File: src/rtl/icache_tag_status_stage.sv
// -----------------------------------------------------------------------------
// icache_tag_status_stage
//
// First stage of the instruction-cache lookup pipeline. It holds the tag and
// status arrays as flop arrays and performs a one-cycle registered read of all
// ways of the requested set. Request metadata is registered alongside the read.
// It also supports per-way masked writes and a sequenced whole-cache status
// invalidate (flush sweep).
//
// Optional feature macro: ICACHE_STAGE_BYPASS_EN
//   defined   : a read and a write accepted in the same cycle to the same set
//               return the newly written value for masked ways (tag and status
//               are bypassed independently).
//   undefined : a same-cycle read returns the pre-write contents.
//
// Ports:
//   clk, arst_n             clock, asynchronous active-low reset
//   i_halt                  pipeline stall, freezes all state
//   i_metadata(_valid)      request sideband, registered every non-halted cycle
//   i_r_set_addr/i_r_valid  read request
//   i_w_ta_*                masked tag write (mask bit w -> way w)
//   i_w_sa_*                masked status write (mask bit w -> way w)
//   i_flush                 start invalidate of all status entries
//   o_ta_data(_valid)       registered tag read result
//   o_sa_data(_valid)       registered status read result
//   o_metadata(_valid)      registered sideband
//   o_flush_busy            flush sweep in progress
//   o_ready                 inputs are accepted this cycle
// -----------------------------------------------------------------------------
module icache_tag_status_stage #(
  parameter int METADATA_WIDTH = 16,
  parameter int SET_BITS_WIDTH = 4,
  parameter int NUM_WAYS       = 4,
  parameter int TAG_WIDTH      = 8,
  parameter int STATUS_WIDTH   = 2
) (
  input  logic                                clk,
  input  logic                                arst_n,
  input  logic                                i_halt,
  input  logic [METADATA_WIDTH-1:0]           i_metadata,
  input  logic                                i_metadata_valid,
  input  logic [SET_BITS_WIDTH-1:0]           i_r_set_addr,
  input  logic                                i_r_valid,
  input  logic [SET_BITS_WIDTH-1:0]           i_w_ta_set_addr,
  input  logic [TAG_WIDTH*NUM_WAYS-1:0]       i_w_ta_data,
  input  logic [NUM_WAYS-1:0]                 i_w_ta_mask,
  input  logic                                i_w_ta_valid,
  input  logic [SET_BITS_WIDTH-1:0]           i_w_sa_set_addr,
  input  logic [STATUS_WIDTH*NUM_WAYS-1:0]    i_w_sa_data,
  input  logic [NUM_WAYS-1:0]                 i_w_sa_mask,
  input  logic                                i_w_sa_valid,
  input  logic                                i_flush,
  output logic [TAG_WIDTH*NUM_WAYS-1:0]       o_ta_data,
  output logic                                o_ta_data_valid,
  output logic [STATUS_WIDTH*NUM_WAYS-1:0]    o_sa_data,
  output logic                                o_sa_data_valid,
  output logic [METADATA_WIDTH-1:0]           o_metadata,
  output logic                                o_metadata_valid,
  output logic                                o_flush_busy,
  output logic                                o_ready
);

  localparam int NUM_SETS      = 2 ** SET_BITS_WIDTH;
  localparam int TA_WORD_WIDTH = TAG_WIDTH * NUM_WAYS;
  localparam int SA_WORD_WIDTH = STATUS_WIDTH * NUM_WAYS;

  localparam logic [0:0] ST_IDLE  = 1'b0;
  localparam logic [0:0] ST_FLUSH = 1'b1;

  localparam logic [SET_BITS_WIDTH-1:0] LAST_SET = SET_BITS_WIDTH'(NUM_SETS - 1);

  logic [0:0]                r_state;
  logic [SET_BITS_WIDTH-1:0] r_flush_cnt;

  logic [TA_WORD_WIDTH-1:0]  r_ta_mem [NUM_SETS];
  logic [SA_WORD_WIDTH-1:0]  r_sa_mem [NUM_SETS];

  logic [TA_WORD_WIDTH-1:0]  r_ta_data;
  logic                      r_ta_data_valid;
  logic [SA_WORD_WIDTH-1:0]  r_sa_data;
  logic                      r_sa_data_valid;
  logic [METADATA_WIDTH-1:0] r_metadata;
  logic                      r_metadata_valid;

  logic                      w_ready;
  logic                      w_flushing;
  logic                      w_rd_acc;
  logic                      w_ta_wr;
  logic                      w_sa_wr;
  logic [TA_WORD_WIDTH-1:0]  w_ta_bitmask;
  logic [SA_WORD_WIDTH-1:0]  w_sa_bitmask;
  logic [TA_WORD_WIDTH-1:0]  w_ta_merged;
  logic [SA_WORD_WIDTH-1:0]  w_sa_merged;
  logic [TA_WORD_WIDTH-1:0]  w_ta_rd;
  logic [SA_WORD_WIDTH-1:0]  w_sa_rd;

  assign w_ready    = ~i_halt & (r_state == ST_IDLE);
  assign w_flushing = ~i_halt & (r_state == ST_FLUSH);
  assign w_rd_acc   = w_ready & i_r_valid;
  assign w_ta_wr    = w_ready & i_w_ta_valid;
  assign w_sa_wr    = w_ready & i_w_sa_valid;

  // Expand the per-way masks to per-bit masks.
  // NOTE: every variable written in an always_comb gets a default first so no
  // path leaves it unassigned, which would otherwise infer a latch.
  always_comb begin
    w_ta_bitmask = '0;
    w_sa_bitmask = '0;
    for (int w = 0; w < NUM_WAYS; w++) begin
      w_ta_bitmask[w*TAG_WIDTH +: TAG_WIDTH]       = {TAG_WIDTH{i_w_ta_mask[w]}};
      w_sa_bitmask[w*STATUS_WIDTH +: STATUS_WIDTH] = {STATUS_WIDTH{i_w_sa_mask[w]}};
    end
  end

  // New contents of the written set: masked ways take the write data,
  // unmasked ways keep what is stored.
  assign w_ta_merged = (r_ta_mem[i_w_ta_set_addr] & ~w_ta_bitmask) | (i_w_ta_data & w_ta_bitmask);
  assign w_sa_merged = (r_sa_mem[i_w_sa_set_addr] & ~w_sa_bitmask) | (i_w_sa_data & w_sa_bitmask);

`ifdef ICACHE_STAGE_BYPASS_EN
  // Same-set write in the read cycle: forward the merged word instead of the
  // stale array contents. Tag and status are forwarded independently.
  assign w_ta_rd = (w_ta_wr && (i_w_ta_set_addr == i_r_set_addr)) ? w_ta_merged
                                                                  : r_ta_mem[i_r_set_addr];
  assign w_sa_rd = (w_sa_wr && (i_w_sa_set_addr == i_r_set_addr)) ? w_sa_merged
                                                                  : r_sa_mem[i_r_set_addr];
`else
  assign w_ta_rd = r_ta_mem[i_r_set_addr];
  assign w_sa_rd = r_sa_mem[i_r_set_addr];
`endif

  // Control: IDLE <-> FLUSH sweep. The counter ends at 0 again after the last
  // set because it naturally wraps.
  // NOTE: sequential state uses non-blocking assignments so every flop samples
  // pre-edge values regardless of statement order.
  always_ff @(posedge clk or negedge arst_n) begin
    if (!arst_n) begin
      r_state     <= ST_IDLE;
      r_flush_cnt <= '0;
    end else if (w_flushing) begin
      r_flush_cnt <= r_flush_cnt + 1'b1;
      if (r_flush_cnt == LAST_SET) r_state <= ST_IDLE;
    end else if (w_ready && i_flush) begin
      r_state <= ST_FLUSH;
    end
  end

  // Arrays. Writes are only accepted in IDLE, so the sweep clear and a status
  // write never compete for the same cycle.
  // NOTE: the arrays are reset because their contents are architecturally
  // visible as zero after reset (and after an aborted sweep).
  always_ff @(posedge clk or negedge arst_n) begin
    if (!arst_n) begin
      for (int s = 0; s < NUM_SETS; s++) begin
        r_ta_mem[s] <= '0;
        r_sa_mem[s] <= '0;
      end
    end else begin
      if (w_ta_wr) r_ta_mem[i_w_ta_set_addr] <= w_ta_merged;
      if (w_flushing)   r_sa_mem[r_flush_cnt]     <= '0;
      else if (w_sa_wr) r_sa_mem[i_w_sa_set_addr] <= w_sa_merged;
    end
  end

  // Output registers: everything holds while halted. Read data holds when no
  // read is accepted; only the valids drop.
  always_ff @(posedge clk or negedge arst_n) begin
    if (!arst_n) begin
      r_ta_data        <= '0;
      r_ta_data_valid  <= 1'b0;
      r_sa_data        <= '0;
      r_sa_data_valid  <= 1'b0;
      r_metadata       <= '0;
      r_metadata_valid <= 1'b0;
    end else if (!i_halt) begin
      r_metadata       <= i_metadata;
      r_metadata_valid <= i_metadata_valid;
      r_ta_data_valid  <= w_rd_acc;
      r_sa_data_valid  <= w_rd_acc;
      if (w_rd_acc) begin
        r_ta_data <= w_ta_rd;
        r_sa_data <= w_sa_rd;
      end
    end
  end

  assign o_ta_data        = r_ta_data;
  assign o_ta_data_valid  = r_ta_data_valid;
  assign o_sa_data        = r_sa_data;
  assign o_sa_data_valid  = r_sa_data_valid;
  assign o_metadata       = r_metadata;
  assign o_metadata_valid = r_metadata_valid;
  assign o_flush_busy     = (r_state == ST_FLUSH);
  assign o_ready          = w_ready;

endmodule

File: config.mk
export PLATFORM = sky130hd
export DESIGN_NAME = icache_tag_status_stage
export DESIGN_NICKNAME = d
export VERILOG_FILES = /design/src/rtl/icache_tag_status_stage.sv
export SDC_FILE = /design/constraint.sdc
export NUM_CORES = 1
export LEC_CHECK = 0
export CAP_MARGIN = 20
export CORE_AREA = 2 2 356 358
export CTS_CLUSTER_SIZE = 28
export DETAILED_ROUTE_END_ITERATION = 12
export DIE_AREA = 0 0 358 360
export PLACE_DENSITY_LB_ADDON = 0.08
export REMOVE_ABC_BUFFERS = 1
export SLEW_MARGIN = 0
export SYNTH_ARGS = -nofsm -noshare
export SYNTH_HDL_FRONTEND = slang
export SYNTH_SLANG_ARGS = --single-unit
File: constraint.sdc
create_clock -name clk -period 4.9 [get_ports clk]
set_input_delay 0.49 -clock clk [delete_from_list [all_inputs] [get_ports clk]]
set_output_delay 0.49 -clock clk [all_outputs]
set_load 0.1 [all_outputs]
# [Word level (Yosys, flattened, before mapping)]
# Cells that the tools add are included.
[word_totals] input_bits=84 output_inout_bits=61 wordCells=103 regBits=703
[classes] n_eq_ne=2 bitwise_logic=21 reduce_logical=8 muxes=25 order_cmp=7 n_addsub=1
[ops] operator="$bwmux 512" n=1
[ops] operator="$bmux 32 s4" n=2
[ops] operator="$mux 128" n=2
[ops] operator="$mux 32" n=5
[ops] operator="$and 128x128->128" n=1
[ops] operator="$bwmux 128" n=1
[ops] operator="$demux 32 s4" n=1
[ops] operator="$not 128->128" n=1
[ops] operator="$and 32x32->32" n=2
[ops] operator="$bmux 8 s4" n=2
[ops] operator="$demux 8 s4" n=2
[ops] operator="$mux 8" n=6
[ops] operator="$not 32->32" n=1
[ops] operator="$or 32x32->32" n=1
[ops] operator="$ge 5x5->1 const B" n=4
[ops] operator="$not 4->5" n=4
[ops] operator="$and 8x8->8" n=2
[ops] operator="$lt 5x1->1 const B" n=3
[ops] operator="$not 8->8" n=1
[ops] operator="$or 8x8->8" n=1
[ops] operator="$and 1x1->1" n=5
[ops] operator="$add 4x1->4 const B" n=1
[ops] operator="$eq 4x4->1 const B" n=1
[ops] operator="$logic_and 1x1->1" n=4
[ops] operator="other kinds (5)" n=10

# [Longest topological paths before layout]
[depth] ltp_word=9 ltp_mapped=11 depth_no_buf=6

# [Worst setup path after synthesis]
# No wires, ideal clock.
[synth_timing] path_kind="register to register" startpoint="register r_state (netlist: o_flush_busy)" endpoint="register r_sa_mem[10] (netlist name)" path_slack_ns=1.556 setup_ns=0.122 period_less_slack_ns=3.344 t_arrival_ns=3.222 n_path_buf=3 stages_incl_launch_ff=9 t_required_ns=4.778 path_cell_list="dfrtp_1 > buf_2 > or2_1 > inv_1 > clkbuf_1 > nand3_1 > clkbuf_1 > and3_1 > a41o_1"
[synth_via] elab_chain_cells=4 word_cells_on_any_way=6
[synth_rtl] item="start: declaration" line_no="72" source="logic [0:0] r_state;"
[synth_rtl] item="start signal: assignment" line_no="138" source="r_state <= ST_IDLE;"
[synth_rtl] item="start signal: assignment" line_no="142" source="if (r_flush_cnt == LAST_SET) r_state <= ST_IDLE;"
[synth_rtl] item="start signal: assignment" line_no="144" source="r_state <= ST_FLUSH;"
[synth_rtl] item="$not 1->1" line_no="97" source="assign w_ready = ~i_halt & (r_state == ST_IDLE);"
[synth_rtl] item="$and 1x1->1" line_no="97"
[synth_rtl] item="via o_ready" line_no="60" source="output logic o_ready"
[synth_rtl] item="$and 1x1->1" line_no="101" source="assign w_sa_wr = w_ready & i_w_sa_valid;"
[synth_rtl] item="$reduce_bool 2->1 (no line)"
[synth_rtl] item="end signal: indexed assignment" line_no="161" source="else if (w_sa_wr) r_sa_mem[i_w_sa_set_addr] <= w_sa_merged;"
[synth_rtl] item="end: declaration" line_no="76" source="logic [SA_WORD_WIDTH-1:0] r_sa_mem [NUM_SETS];"
# The timed path passes the listed nets, and every way through them passes these cells.
# A chain may end at the register's enable or synchronous reset.

# [Final worst setup path]
[layout_timing] startpoint="register r_state (netlist: o_flush_busy)" endpoint="output port o_flush_busy"
[layout_lines] item="end: declaration" line_no="59" source="output logic o_flush_busy,"
# No word-level cell between the ends.

==> flow_summary.json <==
{
  "status": "finished, final reports clean",
  "vias": 28100,
  "synth_area_leaders": "dfrtp_1 49%, mux4_2 9.9%, nand2_1 6.6%",
  "cts_buffer_depth": 3,
  "crit_start": "o_flush_busy",
  "cts_tree": "done",
  "path_cells": "clkdlybuf4s50_1",
  "hold_viol": 0,
  "clk_pin_slew_ns": 0.06,
  "coreArea_um2": 125000,
  "ys_ff_latch": 703,
  "cts-root-buf": "clkbuf_16",
  "wl_per_cell_um": 27.2,
  "worstPathMaxFanout": 12,
  "crit_required_ns": 4.41,
  "timing.rr.start": "o_flush_busy",
  "antenna_found_initial": 2,
  "gp_congestion": 0.831,
  "grt.overflow.total": 0,
  "layout_common_cells": "703 x dfrtp_1, 620 x nand2_1, 440 x o21ai_0",
  "drcViolationCount": 0,
  "mostFrequentLayoutCell": "dfrtp_1",
  "totalWireLength_um": 139000,
  "rows": 130,
  "dpl.cell_count": 4964,
  "finalSetupViolCount": 0,
  "end_kind": "output pin",
  "slowest_delay_ns": 1.26,
  "yosysWarningCount": 0,
  "viasPerCell": 5.48,
  "drv_cap": 0,
  "grt_pass1_wl_um": 204000,
  "final_core_util_pct": 33.5,
  "hold_class": "input port to asynchronous set/reset pin",
  "die_w_um": 358,
  "syn_avg_cell_area_um2": 10.6,
  "grt_use_total_pct": 21.5,
  "drtIter0Drc": 2148,
  "grt_pass1_vias": 28400,
  "relSlewSlack_pct": 28.1,
  "r2r_setup_slack_ns": 1.84,
  "synthToLayoutAreaGrowth_pct": 16.2,
  "drt_pass1_iterations": 5,
  "antenna_left": 0,
  "clock_sinks": 703,
  "cp.depth": 1,
  "power.total_mw": 18.2,
  "yosys.area.top_type_share_pct": 48.8,
  "syn-cell-area_um2": 36000,
  "die_area_um2": 129000,
  "cts_made_buffers": 89,
  "slew_viol_final": 0,
  "tns_ns": 0,
  "p_leak_nw": 18.0,
  "synthFlopType": "dfrtp_1",
  "yosysUniqueCellTypes": 57,
  "tightest_slew_ns": 1.08,
  "insertion_delay_ns": 0.67,
  "dp_hpwl_um": 84200,
  "irDropWorstVdd_uv": 340,
  "cp-start-kind": "register",
  "critical_path_class": "register to output pin",
  "cts-htree-levels": 3,
  "path_delay_family": "buffers and inverters",
  "io_pins": 145,
  "ys_seq_area_share_pct": 48.8,
  "synth_async_sr_flop_share_pct": 100,
  "io_buffers": 144,
  "period_minus_slack_ns": 3.15,
  "drive_above_1_share_pct": 15.7,
  "cp_slowest_cell": "clkdlybuf4s50_1",
  "arrival_ns": 2.66,
  "r2r-end": "r_ta_mem[204]",
  "r2r_cells": 7,
  "die_y_um": 360,
  "fin_skew_ns": 0.0255,
  "hold_ws_ns": 0.455,
  "powerDensity_nw_per_um2": 434,
  "final_cells": 5123,
  "rsz0062_at_grt": "false",
  "synth_edf_count": 0,
  "clock.fmax_mhz": 317,
  "finish.net_count": 3494,
  "syn_inst": 3397,
  "worst-path-buf-inv": 1,
  "yosysTopAreaCell": "dfrtp_1",
  "start_util_pct": 28.9,
  "timing.final.crit_share_pct": 64.3,
  "grt_max_degree": 125
}
==> cells in the mapped netlist, drive strengths merged, types with 19 or more instances <==
master / instances
o211ai: 39
nor2b: 80
a22oi: 83
mux4: 158
nor4: 34
a211o: 32
mux2i: 193
a211oi: 35
a22o: 53
dfrtp: 703
mux2: 81
a2111oi: 33
clkbuf: 170
a21oi: 45
o22ai: 102
nor2: 45
inv: 19
o21ai: 549
buf: 146
nand2: 629
nand3: 60
==> state kept, by name, summed over array words and instances (netlist names), 4 cells and up <==
name and flops:
o_ta_data 32, r_flush_cnt 4, o_sa_data 8, r_ta_mem 512, r_sa_mem 128, o_metadata 16
==> per-stage QoR <==
step                setup slack [ns]  cell area, um^2
floorplan                       1.07            34500
global placement                1.28            39000
detailed placement              1.30            39100
CTS                             1.71            41900
global route                    1.65            41900
finish                          1.75            41900
==> what timing repair did <==
| item | CTS | global route |
|---|---|---|
| setup buffers | 0 | 0 |
| resized for setup | 0 | 0 |
| hold buffers | 1 | 0 |
| endpoints found under the setup margin | 0 | 0 |
| endpoints found under the hold margin | 89 | 0 |
==> layout make-up <==
type / instances / area [um^2]
Inverter: 19 / 71.3
Multi-Input combinational cell: 2359 / 17000
Timing Repair Buffer: 234 / 2320
Sequential cell: 703 / 17600
Tap cell: 1650 / 2060
Fill cell: 12600 / 83000
Antenna cell: 1 / 2.50
Clock buffer: 129 / 2590
Clock inverter: 28 / 234
==> metal layers <==
metal / wire length (um) / GRT usage, % / vias to the layer above
li1: - / - / 12500
met3: 8120 / 3.53 / 199
met2: 66200 / 35.2 / 899
met1: 61100 / 29.0 / 14500
met4: 3870 / 6.37 / 0
met5: 0 / 0 / -
==> cells by family after synthesis <==
group | after synthesis | synth area share, %
buffers and inverters | 335 | 4.44
multiplexers | 432 | 17.8
flip-flops | 703 | 48.8
AO/OA/AOI/OAI | 1008 | 17.7
XOR/XNOR | 3 | 0.0729
AND/OR/NAND/NOR | 912 | 11.1
adder cells (fa/ha/maj) | 4 | 0.139
==> worst max path at each step <==
stage	slack, ns	endpoint
2_1_floorplan	1.07	r_ta_mem[64]
3_3_place_gp	1.28	r_sa_mem[31]
3_5_place_dp	1.30	r_sa_mem[31]
4_1_cts	1.71	o_flush_busy
5_1_grt	1.65	r_ta_mem[214]
6_report	1.75	o_flush_busy
==> power by group <==
group          internal [mW]  switching [mW]  total (mW)
registers               6.70           0.750        7.45
clock network           3.76            2.68        6.44
logic                   1.43            2.86        4.29
Note: power is estimated with default switching activity, not from simulation.
